<file path="config.mk">
export PLATFORM = sky130hd
export DESIGN_NAME = hdmi_video_output
export DESIGN_NICKNAME = d
export VERILOG_FILES = /design/src/rtl/video_timing_pkg.sv /design/src/rtl/vga_timing_gen.sv /design/src/rtl/hdmi_video_output.sv
export SDC_FILE = /design/constraint.sdc
export NUM_CORES = 1
export LEC_CHECK = 0
export ABC_CLOCK_PERIOD_IN_PS = 5800
export CAP_MARGIN = 10
export CORE_ASPECT_RATIO = 1.4
export CORE_UTILIZATION = 55
export DETAILED_ROUTE_END_ITERATION = 7
export DONT_BUFFER_PORTS = 1
export PLACE_DENSITY_LB_ADDON = 0.3
export SLEW_MARGIN = 20
export SYNTH_ARGS = -nofsm -noshare
export SYNTH_HDL_FRONTEND = slang
export SYNTH_HIERARCHICAL = 1
export SYNTH_SLANG_ARGS = --single-unit
</file>
<file path="constraint.sdc">
create_clock -name video_clk -period 5.8 [get_ports video_clk]
set_clock_uncertainty 0.1 [all_clocks]
set_input_delay 0.58 -clock video_clk [delete_from_list [all_inputs] [get_ports video_clk]]
set_output_delay 0.58 -clock video_clk [all_outputs]
set_load 0.02 [all_outputs]
</file>
<file path="src/rtl/video_timing_pkg.sv">
// Shared 640x480@60 video timing constants (25 MHz pixel clock).
// Pure constants package: no ports, no logic.
// Consumed by vga_timing_gen and hdmi_video_output as parameter defaults.
package video_timing_pkg;

  localparam int H_ACTIVE = 640;
  localparam int H_FRONT  = 16;
  localparam int H_SYNC   = 96;
  localparam int H_BACK   = 48;
  localparam int H_TOTAL  = H_ACTIVE + H_FRONT + H_SYNC + H_BACK;  // 800

  localparam int V_ACTIVE = 480;
  localparam int V_FRONT  = 10;
  localparam int V_SYNC   = 2;
  localparam int V_BACK   = 33;
  localparam int V_TOTAL  = V_ACTIVE + V_FRONT + V_SYNC + V_BACK;  // 525

endpackage

</file>
<file path="src/rtl/vga_timing_gen.sv">
// Purpose : h/v raster counters plus raw (undelayed) de and active-low hs/vs.
// Latency : de/hs/vs are combinational from the registered counters; v_next is the
//           value v takes at the next edge. Ports: video_clk, rst_n in; h, v, v_next, de, hs, vs out.
// Backpressure: none, free-running raster.
module vga_timing_gen
  import video_timing_pkg::*;
#(
  parameter int H_ACT = H_ACTIVE,
  parameter int H_FP  = H_FRONT,
  parameter int H_SP  = H_SYNC,
  parameter int H_BP  = H_BACK,
  parameter int V_ACT = V_ACTIVE,
  parameter int V_FP  = V_FRONT,
  parameter int V_SP  = V_SYNC,
  parameter int V_BP  = V_BACK
) (
  input  logic       video_clk,
  input  logic       rst_n,
  output logic [9:0] h,
  output logic [9:0] v,
  output logic [9:0] v_next,
  output logic       de,
  output logic       hs,
  output logic       vs
);

  localparam int H_TOT = H_ACT + H_FP + H_SP + H_BP;
  localparam int V_TOT = V_ACT + V_FP + V_SP + V_BP;

  logic [9:0] h_next;

  always_comb begin
    h_next = h + 10'd1;
    v_next = v;
    if (h == 10'(H_TOT - 1)) begin
      h_next = '0;
      v_next = (v == 10'(V_TOT - 1)) ? '0 : v + 10'd1;
    end
  end

  always_ff @(posedge video_clk or negedge rst_n) begin
    if (!rst_n) begin
      h <= '0;
      v <= '0;
    end else begin
      h <= h_next;
      v <= v_next;
    end
  end

  assign de = (h < 10'(H_ACT)) && (v < 10'(V_ACT));
  assign hs = !((h >= 10'(H_ACT + H_FP)) && (h < 10'(H_ACT + H_FP + H_SP)));
  assign vs = !((v >= 10'(V_ACT + V_FP)) && (v < 10'(V_ACT + V_FP + V_SP)));

endmodule

</file>
<file path="src/rtl/hdmi_video_output.sv">
// Purpose : VGA/HDMI scan-out of a 320x240 PPU image doubled 2x2, row RAM -> palette RAM -> RGB.
// Latency : vga_rgb/de/hs/vs are 3 video_clk cycles behind the raster counters; PPU control
//           pulses and next_row are aligned to the counters. Backpressure: none (fixed-rate raster).
// Ports   : video_clk/rst_n; vga_* outputs; rowram/palram read ports; rowram_swap, vblank_start,
//           vblank_end_soon, next_row to the PPU.
module hdmi_video_output
  import video_timing_pkg::*;
#(
  parameter int H_ACT = H_ACTIVE,
  parameter int H_FP  = H_FRONT,
  parameter int H_SP  = H_SYNC,
  parameter int H_BP  = H_BACK,
  parameter int V_ACT = V_ACTIVE,
  parameter int V_FP  = V_FRONT,
  parameter int V_SP  = V_SYNC,
  parameter int V_BP  = V_BACK
) (
  input  logic        video_clk,
  input  logic        rst_n,
  output logic        vga_pclk,
  output logic        vga_de,
  output logic        vga_hs,
  output logic        vga_vs,
  output logic [23:0] vga_rgb,
  output logic [8:0]  rowram_rdaddr,
  input  logic [9:0]  rowram_rddata,
  output logic [8:0]  palram_rdaddr,
  input  logic [63:0] palram_rddata,
  output logic        rowram_swap,
  output logic        vblank_start,
  output logic        vblank_end_soon,
  output logic [7:0]  next_row
);

  localparam int H_TOT = H_ACT + H_FP + H_SP + H_BP;
  localparam int V_TOT = V_ACT + V_FP + V_SP + V_BP;

  logic [9:0]  h, v, v_next;
  logic        de_raw, hs_raw, vs_raw;
  logic        de_d1, hs_d1, vs_d1;
  logic        de_d2, hs_d2, vs_d2;
  logic        sel_d2;
  logic [23:0] pix;
  logic        unused_bits;

  vga_timing_gen #(
    .H_ACT(H_ACT), .H_FP(H_FP), .H_SP(H_SP), .H_BP(H_BP),
    .V_ACT(V_ACT), .V_FP(V_FP), .V_SP(V_SP), .V_BP(V_BP)
  ) u_timing (
    .video_clk (video_clk),
    .rst_n     (rst_n),
    .h         (h),
    .v         (v),
    .v_next    (v_next),
    .de        (de_raw),
    .hs        (hs_raw),
    .vs        (vs_raw)
  );

  assign vga_pclk = video_clk;

  // Cycle t: column address out; t+1: palette reference returns and feeds the
  // palette address; t+2: colour word returns alongside the registered half-select.
  assign rowram_rdaddr = (h < 10'(H_ACT)) ? h[9:1] : '0;
  assign palram_rdaddr = rowram_rddata[9:1];
  assign pix           = sel_d2 ? palram_rddata[55:32] : palram_rddata[23:0];

  always_ff @(posedge video_clk or negedge rst_n) begin
    if (!rst_n) begin
      de_d1    <= 1'b0;
      hs_d1    <= 1'b1;
      vs_d1    <= 1'b1;
      de_d2    <= 1'b0;
      hs_d2    <= 1'b1;
      vs_d2    <= 1'b1;
      sel_d2   <= 1'b0;
      vga_de   <= 1'b0;
      vga_hs   <= 1'b1;
      vga_vs   <= 1'b1;
      vga_rgb  <= '0;
      next_row <= '0;
    end else begin
      de_d1    <= de_raw;
      hs_d1    <= hs_raw;
      vs_d1    <= vs_raw;
      de_d2    <= de_d1;
      hs_d2    <= hs_d1;
      vs_d2    <= vs_d1;
      sel_d2   <= rowram_rddata[0];
      vga_de   <= de_d2;
      vga_hs   <= hs_d2;
      vga_vs   <= vs_d2;
      vga_rgb  <= de_d2 ? pix : '0;
      // Computed from the upcoming v so the registered value lines up with the counter.
      next_row <= (v_next < 10'(V_ACT - 2)) ? v_next[8:1] + 8'd1 : '0;
    end
  end

  // Swap after the second (odd) display line of each PPU row has been scanned.
  assign rowram_swap     = (h == 10'(H_TOT - 1)) && (v < 10'(V_ACT)) && v[0];
  assign vblank_start    = (h == 10'd0) && (v == 10'(V_ACT));
  assign vblank_end_soon = (h == 10'd0) && (v == 10'(V_TOT - 2));

  assign unused_bits = ^{palram_rddata[63:56], palram_rddata[31:24], v_next[9]};

endmodule

</file>
==> reports/qor.txt <==
max-cap violations: 0
WL/cell: 15.9 um
critical path peak fanout: 2
Longest Clk Path Bufs: 2
Peak supply drop: 0.000215 V
die footprint: 0.00567 mm2
CTS resizes: 0
Hold Violations, Final: 0
Layout Nets: 340
Slew Limit Fails: 0
height of the die: 88.7 um
fin worst setup slack: 2220 ps
Congestion Overflow GR: 0
Root Buffer: clkbuf_8
clock transition at the registers of the reported paths: 60 ps
num rows: 31
Cell Int Power: 635 uW
CTS tree: yes
first-pass GRT wire length: 8380 um
Clock power frac: 40.1%
worst-skew pair later-pin latency: 340 ps
sequential fraction of the synthesis area: 52.8%
Crit Path Category: clk -> out
Post-Synthesis Cells: 265
Overall Power: 832 uW
die width: 63.9 um
TNS Setup: 0 ps
Yosys top cell area share: 47.5%
DRT Pass-1 Iters: 4
switch share: 23.7%
Fill cells: 437
PD cells: 266 mW/mm2
CTS buffer count: 9
dpl ws: 2220 ps
largest net degree at the start of global routing: 63
initial antenna violation count: 0
outcome: complete, no violations
sw power: 197 uW
RSZ-0062 raised after global routing: no
# DRC: 0
share of cells above drive strength 1: 11.4%
synth top area cells: dfrtp_1, mux2i_1, nor2b_1, dfstp_2, buf_4
area grow syn2layout: 5.89%
Post-Route WL: 5240 um
Critical Path Start Type: clock port
top cells by count, synth: dfrtp_1, nor2b_1, mux2i_1
vias in the first global route: 1,802
Primary FF master, synth: dfrtp_1
CP Data Arrival Time: 2900 ps
Crit. path cell count: 0
Yosys reg bits: 62
syn_nets: 346
via count: 1,927
Yosys Warn Count: 6
EDFF count, synth: 0
I/O pin count: 133
final setup fails: 0
Post-Syn Area: 0.00295 mm2
Core Region: 0.00516 mm2
Synth Area per Inst: 11.1 um2
H-tree Lvls: 3
Logic pwr share: 3.3%
cts hold-fix bufs: 1
Reg2Reg Launch Point: u_timing/h[0]$_DFF_PN0_
relative slew slack: 32.6%
remaining antenna violation count: 0
RePlAce Congestion: 0.801
Synth area leader: dfrtp_1
post-DP HPWL: 3540 um
leakage power: 0.00137 uW
Starting Density: 57.2%
DR vias/cell: 5.84
Reg2Reg Depth: 8
number of setup buffers added after CTS: 0
Total GRT Usage: 19.7%
Critical Path End Type: output port
Worst EP required: 5120 ps
Worst Hold Class: in -> async
Critical path origin: video_clk
count leader, synth: dfrtp_1
ANT cells: 0
worst-margin pin slew: 1000 ps
Seq pwr share: 56.6%
Sink Count: 62
Synth cell types: 43
async set or reset register ratio after synthesis: 100%
drt initial violations: 107
Buffers on Ports: 0
cell usage in the layout, fill, tap and decap left out, types with 4 or more instances in the layout:
cell | synthesis | routed
nor2b_1 | 27 | 27
xor2_1 | 7 | 7
nor4_1 | 5 | 5
mux2i_1 | 24 | 24
nand2_1 | 13 | 13
ha_1 | 5 | 5
a21oi_1 | 5 | 5
nor2_1 | 14 | 14
dfrtp_1 | 56 | 55
nand3_1 | 14 | 14
and2_1 | 9 | 9
nand4_1 | 5 | 5
nor3_1 | 6 | 6
o21ai_0 | 7 | 7
inv_1 | 5 | 5
dfstp_2 | 6 | 6
xnor2_1 | 6 | 6
clkbuf_8 | 0 | 11
and4_1 | 4 | 4
worst paths after layout:
| kind | slack [ps] | end |
|---|---|---|
| min in group video_clk | 170 | sel_d2$_DFF_PN0_ |
| hold / removal | 20 | vga_rgb[17]$_DFF_PN0_ |
| hold reg to reg | 250 | de_d2$_DFF_PN0_ |
| max in group asynchronous | 5300 | hs_d1$_DFF_PN1_ |
| setup reg to reg | 2740 | next_row[6]$_DFF_PN0_ |
| setup / recovery | 2220 | vga_pclk |
cell type report:
| class | instances | area (um2) | share of cell area, % |
|---|---|---|---|
| clock inverter | 4 | 22.5 | 0.721 |
| timing repair buffer | 1 | 27.5 | 0.881 |
| clock buffer | 12 | 155 | 4.97 |
| inverter | 5 | 18.8 | 0.601 |
| tap | 66 | 82.6 | 2.64 |
| sequential | 62 | 1560 | 49.9 |
| multi-input combinational | 180 | 1260 | 40.2 |
stage by stage:
| stage | cell area, um2 | util (%) | std cells | hold slack [ps] |
|---|---|---|---|---|
| 2_1_floorplan | 2950 | - | 265 | 184 |
| 3_3_place_gp | 2920 | 56.6 | 313 | 185 |
| 3_5_place_dp | 2920 | 56.6 | 313 | 186 |
| 4_1_cts | 3120 | 60.5 | 330 | 7.26 |
| 5_1_grt | 3120 | 60.6 | 330 | 26.6 |
| 6_report | 3120 | 60.6 | 330 | 15.7 |
logic make-up after synthesis:
| group | synth area share, % |
|---|---|
| muxes | 8.52 |
| xor gates and xnor gates | 3.86 |
| AOI/OAI and AO/OA | 5.00 |
| buffers and inverters | 4.54 |
| DFF | 52.8 |
| adders and majority gates | 2.50 |
| and+or+nand+nor | 22.7 |
registers in the layout, summed over array words and instances, names as in the netlist:
name        count
vga_de          1
next_row        8
vs_d2           1
hs_d1           1
u_timing/h     10
de_d2           1
hs_d2           1
vs_d1           1
sel_d2          1
de_d1           1
vga_vs          1
vga_rgb        24
u_timing/v     10
vga_hs          1
power by group through the flow:
stage                     logic, uW  clock network [uW]  registers (uW)
after detailed placement       19.0                   0             479
after global placement         17.8                   0             479
final                          27.5                 334             471
after CTS                      29.3                 347             471
after global routing           32.5                 366             472
after floorplan                29.1                20.1             474
metal layers:
layer  vias up  wire, um  global-route usage (%)
li1        913         -                       -
met4         0       121                    12.4
met2        67      2630                    31.8
met1       931      2120                    22.9
met5         -         0                       0
met3        16       371                    5.93
(Power assumes the default switching activity.)
